## src/rtl/rr_arbiter_mux_pkg.sv

```systemverilog
// Shared definitions for the round-robin arbitrating packet mux: FSM state
// encodings and the helper that derives the grant index width.
package rr_arbiter_mux_pkg;

    typedef enum logic {
        StIdle  = 1'b0,
        StGrant = 1'b1
    } state_e;

    // Ceiling log2 with a floor of 1, so a single-master build still gets a 1-bit index.
    function automatic int unsigned clog2(input int unsigned n);
        int unsigned r = 0;
        while (r < 31 && (32'd1 << r) < n) begin
            r++;
        end
        return (r == 0) ? 1 : r;
    endfunction

endpackage

```

## src/rtl/rr_arbiter_mux_if.sv

```systemverilog
// Bus bundle between the N master ports, the arbitrating mux and the shared slave.
// The slave modport is the mux's view; the master modport is the environment's view.
interface rr_arbiter_mux_if
    import rr_arbiter_mux_pkg::*;
#(
    parameter int unsigned NumOfInput   = 16,
    parameter int unsigned NumOfSelBits = clog2(NumOfInput),
    parameter int unsigned DataWidth    = 16
);
    logic [NumOfInput-1:0]           in_valid;
    logic [NumOfInput*DataWidth-1:0] in_data;
    logic [NumOfInput-1:0]           in_last;
    logic [NumOfInput-1:0]           in_ready;
    logic                            out_valid;
    logic [DataWidth-1:0]            out_data;
    logic                            out_last;
    logic                            out_ready;
    logic [NumOfSelBits-1:0]         sel;
    logic                            grant_active;

    modport slave (
        input  in_valid, in_data, in_last, out_ready,
        output in_ready, out_valid, out_data, out_last, sel, grant_active
    );

    modport master (
        output in_valid, in_data, in_last, out_ready,
        input  in_ready, out_valid, out_data, out_last, sel, grant_active
    );

endinterface

```

## src/rtl/rr_priority_pick.sv

```systemverilog
// Combinational round-robin pick: first set request at or above ptr_i,
// wrapping modulo NumOfInput, via a double-width masked priority encoder.
module rr_priority_pick
    import rr_arbiter_mux_pkg::*;
#(
    parameter int unsigned NumOfInput   = 16,
    parameter int unsigned NumOfSelBits = clog2(NumOfInput)
) (
    input  logic [NumOfInput-1:0]   req_i,
    input  logic [NumOfSelBits-1:0] ptr_i,
    output logic                    found_o,
    output logic [NumOfSelBits-1:0] idx_o
);
    localparam int N = int'(NumOfInput);

    logic [2*N-1:0] req_masked;

    // Lower copy keeps only indices >= ptr; the upper copy supplies the wrapped candidates.
    always_comb begin
        for (int j = 0; j < 2 * N; j++) begin
            req_masked[j] = req_i[j % N] && ((j >= N) || (j >= int'(ptr_i)));
        end
    end

    // Lowest set bit of the masked vector wins; scanning downward lets the lowest overwrite.
    always_comb begin
        found_o = 1'b0;
        idx_o   = '0;
        for (int j = 2 * N - 1; j >= 0; j--) begin
            if (req_masked[j]) begin
                found_o = 1'b1;
                idx_o   = NumOfSelBits'((j >= N) ? (j - N) : j);
            end
        end
    end

endmodule

```

## src/rtl/rr_arbiter_mux.sv

```systemverilog
// N-master to 1-slave packet mux with round-robin arbitration, grant lock until
// end-of-packet, per-master valid/ready and a registered output stage.
module rr_arbiter_mux
    import rr_arbiter_mux_pkg::*;
#(
    parameter int unsigned NumOfInput   = 16,
    parameter int unsigned NumOfSelBits = clog2(NumOfInput),
    parameter int unsigned DataWidth    = 16
) (
    input logic             clk_i,
    input logic             rst_ni,
    rr_arbiter_mux_if.slave bus_io
);
    localparam int N = int'(NumOfInput);

    state_e                  state_q, state_d;
    logic [NumOfSelBits-1:0] ptr_q, ptr_d;
    logic [NumOfSelBits-1:0] sel_q, sel_d;
    logic                    out_valid_q, out_valid_d;
    logic [DataWidth-1:0]    out_data_q, out_data_d;
    logic                    out_last_q, out_last_d;

    logic                    pick_found;
    logic [NumOfSelBits-1:0] pick_idx;
    logic                    cur_valid;
    logic                    cur_last;
    logic [DataWidth-1:0]    cur_data;
    logic                    can_accept;
    logic                    xfer;
    logic [NumOfInput-1:0]   in_ready;

    rr_priority_pick #(
        .NumOfInput  (NumOfInput),
        .NumOfSelBits(NumOfSelBits)
    ) u_pick (
        .req_i  (bus_io.in_valid),
        .ptr_i  (ptr_q),
        .found_o(pick_found),
        .idx_o  (pick_idx)
    );

    assign can_accept = !out_valid_q || bus_io.out_ready;
    assign xfer       = (state_q == StGrant) && cur_valid && can_accept;

    // Route the granted master's signals; compare-per-index keeps select widths exact.
    always_comb begin
        cur_valid = 1'b0;
        cur_last  = 1'b0;
        cur_data  = '0;
        in_ready  = '0;
        for (int i = 0; i < N; i++) begin
            if (int'(sel_q) == i) begin
                cur_valid   = bus_io.in_valid[i];
                cur_last    = bus_io.in_last[i];
                cur_data    = bus_io.in_data[i*DataWidth +: DataWidth];
                in_ready[i] = (state_q == StGrant) && can_accept;
            end
        end
    end

    // Arbitrate in IDLE, hold the grant until the last beat is transferred.
    always_comb begin
        state_d = state_q;
        sel_d   = sel_q;
        ptr_d   = ptr_q;
        unique case (state_q)
            StIdle: begin
                if (pick_found) begin
                    sel_d   = pick_idx;
                    state_d = StGrant;
                end
            end
            StGrant: begin
                if (xfer && cur_last) begin
                    state_d = StIdle;
                    ptr_d   = (int'(sel_q) == N - 1) ? '0 : sel_q + 1'b1;
                end
            end
            default: state_d = StIdle;
        endcase
    end

    // Output stage: load on transfer, drain on downstream accept, otherwise hold.
    always_comb begin
        out_valid_d = out_valid_q;
        out_data_d  = out_data_q;
        out_last_d  = out_last_q;
        if (xfer) begin
            out_valid_d = 1'b1;
            out_data_d  = cur_data;
            out_last_d  = cur_last;
        end else if (bus_io.out_ready) begin
            out_valid_d = 1'b0;
        end
    end

    // State registers; reset abandons any packet in flight.
    always_ff @(posedge clk_i or negedge rst_ni) begin
        if (!rst_ni) begin
            state_q     <= StIdle;
            ptr_q       <= '0;
            sel_q       <= '0;
            out_valid_q <= 1'b0;
            out_data_q  <= '0;
            out_last_q  <= 1'b0;
        end else begin
            state_q     <= state_d;
            ptr_q       <= ptr_d;
            sel_q       <= sel_d;
            out_valid_q <= out_valid_d;
            out_data_q  <= out_data_d;
            out_last_q  <= out_last_d;
        end
    end

    assign bus_io.in_ready     = in_ready;
    assign bus_io.out_valid    = out_valid_q;
    assign bus_io.out_data     = out_data_q;
    assign bus_io.out_last     = out_last_q;
    assign bus_io.sel          = sel_q;
    assign bus_io.grant_active = (state_q == StGrant);

endmodule

```

## src/flat_wrapper.sv

```systemverilog
// flat-port wrapper written by rule: the top's interface ports become plain ports
module rr_arbiter_mux_flat import rr_arbiter_mux_pkg::*;
#(
    parameter int unsigned NumOfInput   = 16,
    parameter int unsigned NumOfSelBits = clog2(NumOfInput),
    parameter int unsigned DataWidth    = 16
)
  (clk_i, rst_ni, bus_io_in_valid, bus_io_in_data, bus_io_in_last, bus_io_out_ready, bus_io_in_ready, bus_io_out_valid, bus_io_out_data, bus_io_out_last, bus_io_sel, bus_io_grant_active);
  rr_arbiter_mux_if #(.NumOfInput(NumOfInput), .NumOfSelBits(NumOfSelBits), .DataWidth(DataWidth)) bus_io_i ();
  input logic clk_i;
  input logic rst_ni;
  input wire logic [$bits(bus_io_i.in_valid)-1:0] bus_io_in_valid;
  input wire logic [$bits(bus_io_i.in_data)-1:0] bus_io_in_data;
  input wire logic [$bits(bus_io_i.in_last)-1:0] bus_io_in_last;
  input wire logic [$bits(bus_io_i.out_ready)-1:0] bus_io_out_ready;
  output wire logic [$bits(bus_io_i.in_ready)-1:0] bus_io_in_ready;
  output wire logic [$bits(bus_io_i.out_valid)-1:0] bus_io_out_valid;
  output wire logic [$bits(bus_io_i.out_data)-1:0] bus_io_out_data;
  output wire logic [$bits(bus_io_i.out_last)-1:0] bus_io_out_last;
  output wire logic [$bits(bus_io_i.sel)-1:0] bus_io_sel;
  output wire logic [$bits(bus_io_i.grant_active)-1:0] bus_io_grant_active;
  assign bus_io_i.in_valid = bus_io_in_valid;
  assign bus_io_i.in_data = bus_io_in_data;
  assign bus_io_i.in_last = bus_io_in_last;
  assign bus_io_i.out_ready = bus_io_out_ready;
  assign bus_io_in_ready = bus_io_i.in_ready;
  assign bus_io_out_valid = bus_io_i.out_valid;
  assign bus_io_out_data = bus_io_i.out_data;
  assign bus_io_out_last = bus_io_i.out_last;
  assign bus_io_sel = bus_io_i.sel;
  assign bus_io_grant_active = bus_io_i.grant_active;
  rr_arbiter_mux #(.NumOfInput(NumOfInput), .NumOfSelBits(NumOfSelBits), .DataWidth(DataWidth)) u_core (.clk_i(clk_i), .rst_ni(rst_ni), .bus_io(bus_io_i));
endmodule
```

## config.mk

```make
export PLATFORM = sky130hd
export DESIGN_NAME = rr_arbiter_mux_flat
export DESIGN_NICKNAME = d
export VERILOG_FILES = /design/src/rtl/rr_arbiter_mux_pkg.sv /design/src/rtl/rr_arbiter_mux_if.sv /design/src/rtl/rr_priority_pick.sv /design/src/rtl/rr_arbiter_mux.sv /design/src/flat_wrapper.sv
export SDC_FILE = /design/constraint.sdc
export NUM_CORES = 1
export LEC_CHECK = 0
export CORE_AREA = 2 2 127 129
export CTS_BUF_LIST = sky130_fd_sc_hd__clkbuf_4
export DETAILED_ROUTE_END_ITERATION = 16
export DIE_AREA = 0 0 129 131
export GPL_TIMING_DRIVEN = 0
export PLACE_DENSITY = 0.68
export SLEW_MARGIN = 5
export SYNTH_ARGS = -nofsm -noshare
export SYNTH_HDL_FRONTEND = slang
export SYNTH_SLANG_ARGS = --single-unit
```

## constraint.sdc

```tcl
create_clock -name clk_i -period 8.1 [get_ports clk_i]
set_clock_uncertainty 0.1 [all_clocks]
set_input_delay 2.43 -clock clk_i [delete_from_list [all_inputs] [get_ports clk_i]]
set_output_delay 2.43 -clock clk_i [all_outputs]
set_load 0.05 [all_outputs]
```

[After elaboration in Yosys (flattened, before gate mapping)]
Cells that the tools add are included.
Word-level totals
  register bits: 27
  bits of input ports: 291
  word-level logic and storage cells: 195
Operators by class
  bitwise operators: 1
  reductions and logical operators: 25
  order comparisons: 15
  equal/unequal tests: 15
  mux-type cells: 132
  add/subtract/negate cells: 1
Operators by type and width (count)
  16-bit two-way mux: 16
  4-bit two-way mux: 32
  1-bit two-way mux: 83
  4-bit equality test, second input constant: 8
  4-bit >= comparator, first input constant: 7
  1-bit logical AND: 19
  4-bit by 3-bit equality test with 1-bit output, second input constant: 4
  3-bit by 4-bit >= comparator with 1-bit output, first input constant: 4
  4-bit by 2-bit equality test with 1-bit output, second input constant: 2
  1-bit by 4-bit >= comparator with 1-bit output, first input constant: 2
  2-bit by 4-bit >= comparator with 1-bit output, first input constant: 2
  4-bit by 1-bit adder with 4-bit output, second input constant: 1
  4-bit by 1-bit equality test with 1-bit output, second input constant: 1
  4-bit zero test: 1
  2-bit AND reduction: 2
  1-bit one-hot mux with 2 select lines: 1
  2-bit nonzero test: 1
  1-bit zero test: 1
  1-bit logical OR: 1
  1-bit NOT: 1

[Logic depth before layout (Yosys ltp)]
  depth after elaboration: 33
  gate-level depth with buffers: 12
  depth with buffers taken out: 9

[Hierarchy]
A second synthesis with hierarchy kept.
Second synthesis, totals
  cell total of the unflattened synthesis: 686
  area total of the unflattened synthesis: 4678.2 um^2
Modules (own cells, without submodules)
  rr_arbiter_mux: instances 1, seq. area each 675.6 um^2, cells each 581, area an instance 4073.9 um^2
  rr_priority_pick: instances 1, seq. area each 0.0 um^2, cells each 105, area an instance 604.3 um^2

[Least setup slack after synthesis]
OpenSTA, ideal clock, no wires.
  kind: input port to output port
  start point: input port bus_io_out_ready
  end point: output port bus_io_in_ready[0]
  arrival time: 4379 ps
  stages on the path: 3
  slack: 1191 ps
  cell sequence: nand2b_1 > nand2_1 > nor4b_1
Between the ends
  cells in the longest elaborated chain, start to end: 3
RTL lines
  start: declaration: line flat_wrapper.sv:15  | input wire logic [$bits(bus_io_i.out_ready)-1:0] bus_io_out_ready;
  1-bit logical OR: line rr_arbiter_mux.sv:42  | assign can_accept = !out_valid_q || bus_io.out_ready;
  1-bit logical AND: line rr_arbiter_mux.sv:56  | in_ready[i] = (state_q == StGrant) && can_accept;
  1-bit two-way mux: line rr_arbiter_mux.sv:52  | if (int'(sel_q) == i) begin
  end: declaration: line flat_wrapper.sv:16  | output wire logic [$bits(bus_io_i.in_ready)-1:0] bus_io_in_ready;
No other way between the ends.

[Worst setup path after layout]
  start point: input port bus_io_out_ready
  end point: output port bus_io_in_ready[7]
Same word-level chain as after synthesis.

==> flow_metrics.tcl <==
set metrics [dict create \
    status "complete, no violations" \
    cts-root-buf "clkbuf_4" \
    design_area_um2 7750 \
    muxShareOfSynthArea_pct 5.86 \
    grt_pass1_vias 6223 \
    start_kind "primary input" \
    yosys.area_share.simple_pct 17.0 \
    drc 0 \
    postCtsSetupRepairBufs 0 \
    path_clk_slew_ns 0.14 \
    yosys_warnings 0 \
    rsz0062_at_grt "false" \
    synth-seq-cells 27 \
    seq_area_frac_synth_pct 16.2 \
    synth_area_um2 4180 \
    grt_pass1_wl_um 37300 \
    cp_max_fo 9 \
    fmax_mhz 140 \
    ys.flop_type "dfrtp_1" \
    grt_max_degree 28 \
    post-place-ws_ns 1.02 \
    hold_path_end "u_core.bus_io.out_last" \
    cts-htree-levels 1 \
    grt_antenna_before_repair 0 \
    clock_latency_ns 0.32 \
    grt-ovfl-total 0 \
    initial_core_util_pct 26.8 \
    ff2ff_setup_slack_ns 4.60 \
    antenna_left 0 \
    die_x_um 129 \
    drive_gt1_share_pct 5.19 \
    synth_top_area_share_pct 16.2 \
    synthAdderAreaFrac_pct 1.44 \
    p_leak_uw 0.00275 \
    p_per_area_nw_per_um2 322 \
    multi_input_area_um2 3170 \
    nFillCells 1560 \
    register_area_um2 676 \
    ioPinCount 330 \
    worst-setup-path-type "in -> out" \
    yosysTopAreaCell "dfrtp_1" \
    hold_start "u_core.bus_io.out_last" \
    synth.avg_cell_area_um2 7.04 \
    syn_inst 594 \
    cts_max_path_buffers 2 \
    vias 6584 \
    gp_congestion 0.977 \
    finalCriticalPeriod_ns 7.12 \
    drt-initial-drc-count 551 \
    synth-xor-area-share_pct 0 \
    worst_pin_slew_ns 0.926 \
    grt_use_total_pct 29.4 \
    cts_tree "yes" \
    r2r_end "u_core.bus_io.out_data[15]" \
    dp_hpwl_um 21900 \
    wirelength_um 27100 \
    required_ns 5.57 \
    hold_buffers 0 \
    area_growth_pct 85.4 \
    cts_made_buffers 3 \
    core-area_um2 15600 \
    cts.repair.resized 0 \
    num_rows 46 \
    holdPathStages 1 \
    final_nets 1221 \
    relSlewSlack_pct 38.1 \
    synth_fp_nets 889 \
    first_pass_iters 7 \
    async_flop_share_pct 100 \
    ir_drop_mv 0.143 \
    synth_edf_count 0 \
    synth_compound_area_share_pct 51.6 \
    synth_top_family_by_area "compound AO/OA/AOI/OAI gates" \
    finalSetupTns_ns 0 \
    drv_slew 0 \
    die_area_um2 16900 \
    maxCapViolations 0 \
    setup_ws_ns 0.981 \
    cp.arrival_ns 4.59 \
    regToRegStartpoint "u_core.bus_io.sel[0]" \
    port_buffers 327 \
    timing.final.crit_share_pct 87.9 \
    routedWlPerCell_um 23.8 \
    via_per_inst 5.77 \
    final-setup-viol-count 0 \
    synth_cell_type_count 55 \
    hold_class "reg -> reg" \
    die_y_um 131 \
    cp-end-kind "output port" \
    synthTopCellsByArea "dfrtp_1 16%, o22ai_1 8.2%, o21ai_0 6.6%" \
    finalHoldViolCount 0 \
    rr_worst_depth 11 \
    place_area_um2 7720 \
    clock_sinks 27 \
]
-- through the flow --
step | instances | utilization, % | hold WS, ns | total power (uW)
final | 1142 | 49.7 | 0.410 | 2490
after global routing | 1141 | 49.7 | 0.440 | 2640
after CTS | 1141 | 49.7 | 0.421 | 2470
after detailed placement | 1137 | 49.5 | 0.372 | 2390
after global placement | 1137 | 49.5 | 0.363 | 2390
after floorplan | 594 | - | 0.647 | 1600
-- cell families (layout without fill, tap and decap cells) --
logic type,Yosys count,in the layout
multiplexers,22,22
flip-flops,27,27
AND/OR/NAND/NOR,153,153
other,0,1
AO/OA/AOI/OAI,309,309
adder cells (fa/ha/maj),5,5
buffers and inverters,78,409
-- where the power goes --
part	internal (uW)	leakage [uW]	total [uW]	switching [uW]
combinational	846	0.00240	2170	1330
sequential	203	0.000331	255	52.0
clock	22.6	0.0000184	63.4	40.8
total	1070	0.00275	2490	1420
-- layout by cell type (no fill, tap or decap), types with 2 or more instances in the layout --
cell type,count
o21ai_0,55
mux2_2,20
a211oi_1,17
o31a_1,2
a211o_1,2
inv_1,18
a21o_1,2
dfrtp_1,27
nand2b_1,6
a31oi_1,7
a221oi_1,22
nor3_1,14
nor2_1,46
o221ai_1,2
a222oi_1,16
nor4_1,3
mux2i_1,2
o311a_1,15
o31ai_1,5
nand2_1,46
clkbuf_4,4
buf_2,14
clkbuf_1,33
and2_1,19
o211ai_1,16
clkdlybuf4s50_1,326
buf_1,9
nor2b_1,9
o21ai_1,7
a21oi_1,37
nand3_1,5
buf_6,3
ha_1,4
o41ai_1,3
a22oi_1,33
o22ai_1,55
-- cell usage after synthesis (all sizes together), types with 2 or more instances --
cell / number
o21ai: 62
o22ai: 55
nand2: 46
nor2: 46
a21oi: 37
a22oi: 33
clkbuf: 33
dfrtp: 27
buf: 26
a221oi: 22
mux2: 20
and2: 19
inv: 19
a211oi: 18
o211ai: 17
a222oi: 16
o311a: 16
nor3: 15
nor2b: 9
a31oi: 7
nand2b: 6
nand3: 5
o31ai: 5
ha: 4
nor4: 3
o41ai: 3
a211o: 2
a21o: 2
mux2i: 2
o221ai: 2
o31a: 2
-- worst max-delay path, cell delays in order --
cell,delay [ns]
clkdlybuf4s50_1,0.44
nand2b_1,0.14
nand2_1,0.29
nor3_1,0.40
clkdlybuf4s50_1,0.88
-- sequential cells by signal (all words and copies together), names as in the netlist --
name / flops
u_core.bus_io.out_data: 16
u_core.bus_io.sel: 4
u_core.ptr_q: 4
u_core.bus_io.grant_active: 1
u_core.bus_io.out_last: 1
u_core.bus_io.out_valid: 1
-- layout make-up --
type	instances	area share [%]
repair buffers	327	42.2
multi-input cells	489	40.9
flip-flops and latches	27	8.72
well taps	216	3.49
plain buffers	59	3.41
inverters	19	0.920
clock buffers	4	0.387
diodes	1	0.0323
-- worst max path at each step --
stage	from	to	slack, ns
3_5_place_dp	bus_io_out_ready	bus_io_in_ready[0]	1.02
6_report	bus_io_out_ready	bus_io_in_ready[7]	0.98
2_1_floorplan	bus_io_out_ready	bus_io_in_ready[0]	1.19
5_1_grt	bus_io_out_ready	bus_io_in_ready[7]	0.92
3_3_place_gp	bus_io_out_ready	bus_io_in_ready[0]	1.02
4_1_cts	bus_io_out_ready	bus_io_in_ready[7]	1.01
-- layer usage --
layer	vias to the layer above	routed length, um	track usage (%)	share of wire, %
met1	3116	11000	38.5	40
met4	0	362	5.05	1.3
li1	3039	-	-	-
met2	403	12900	49.5	47
met3	26	2940	7.94	11
met5	-	0	0	0
No activity file was read; power rests on OpenSTA's default activity.
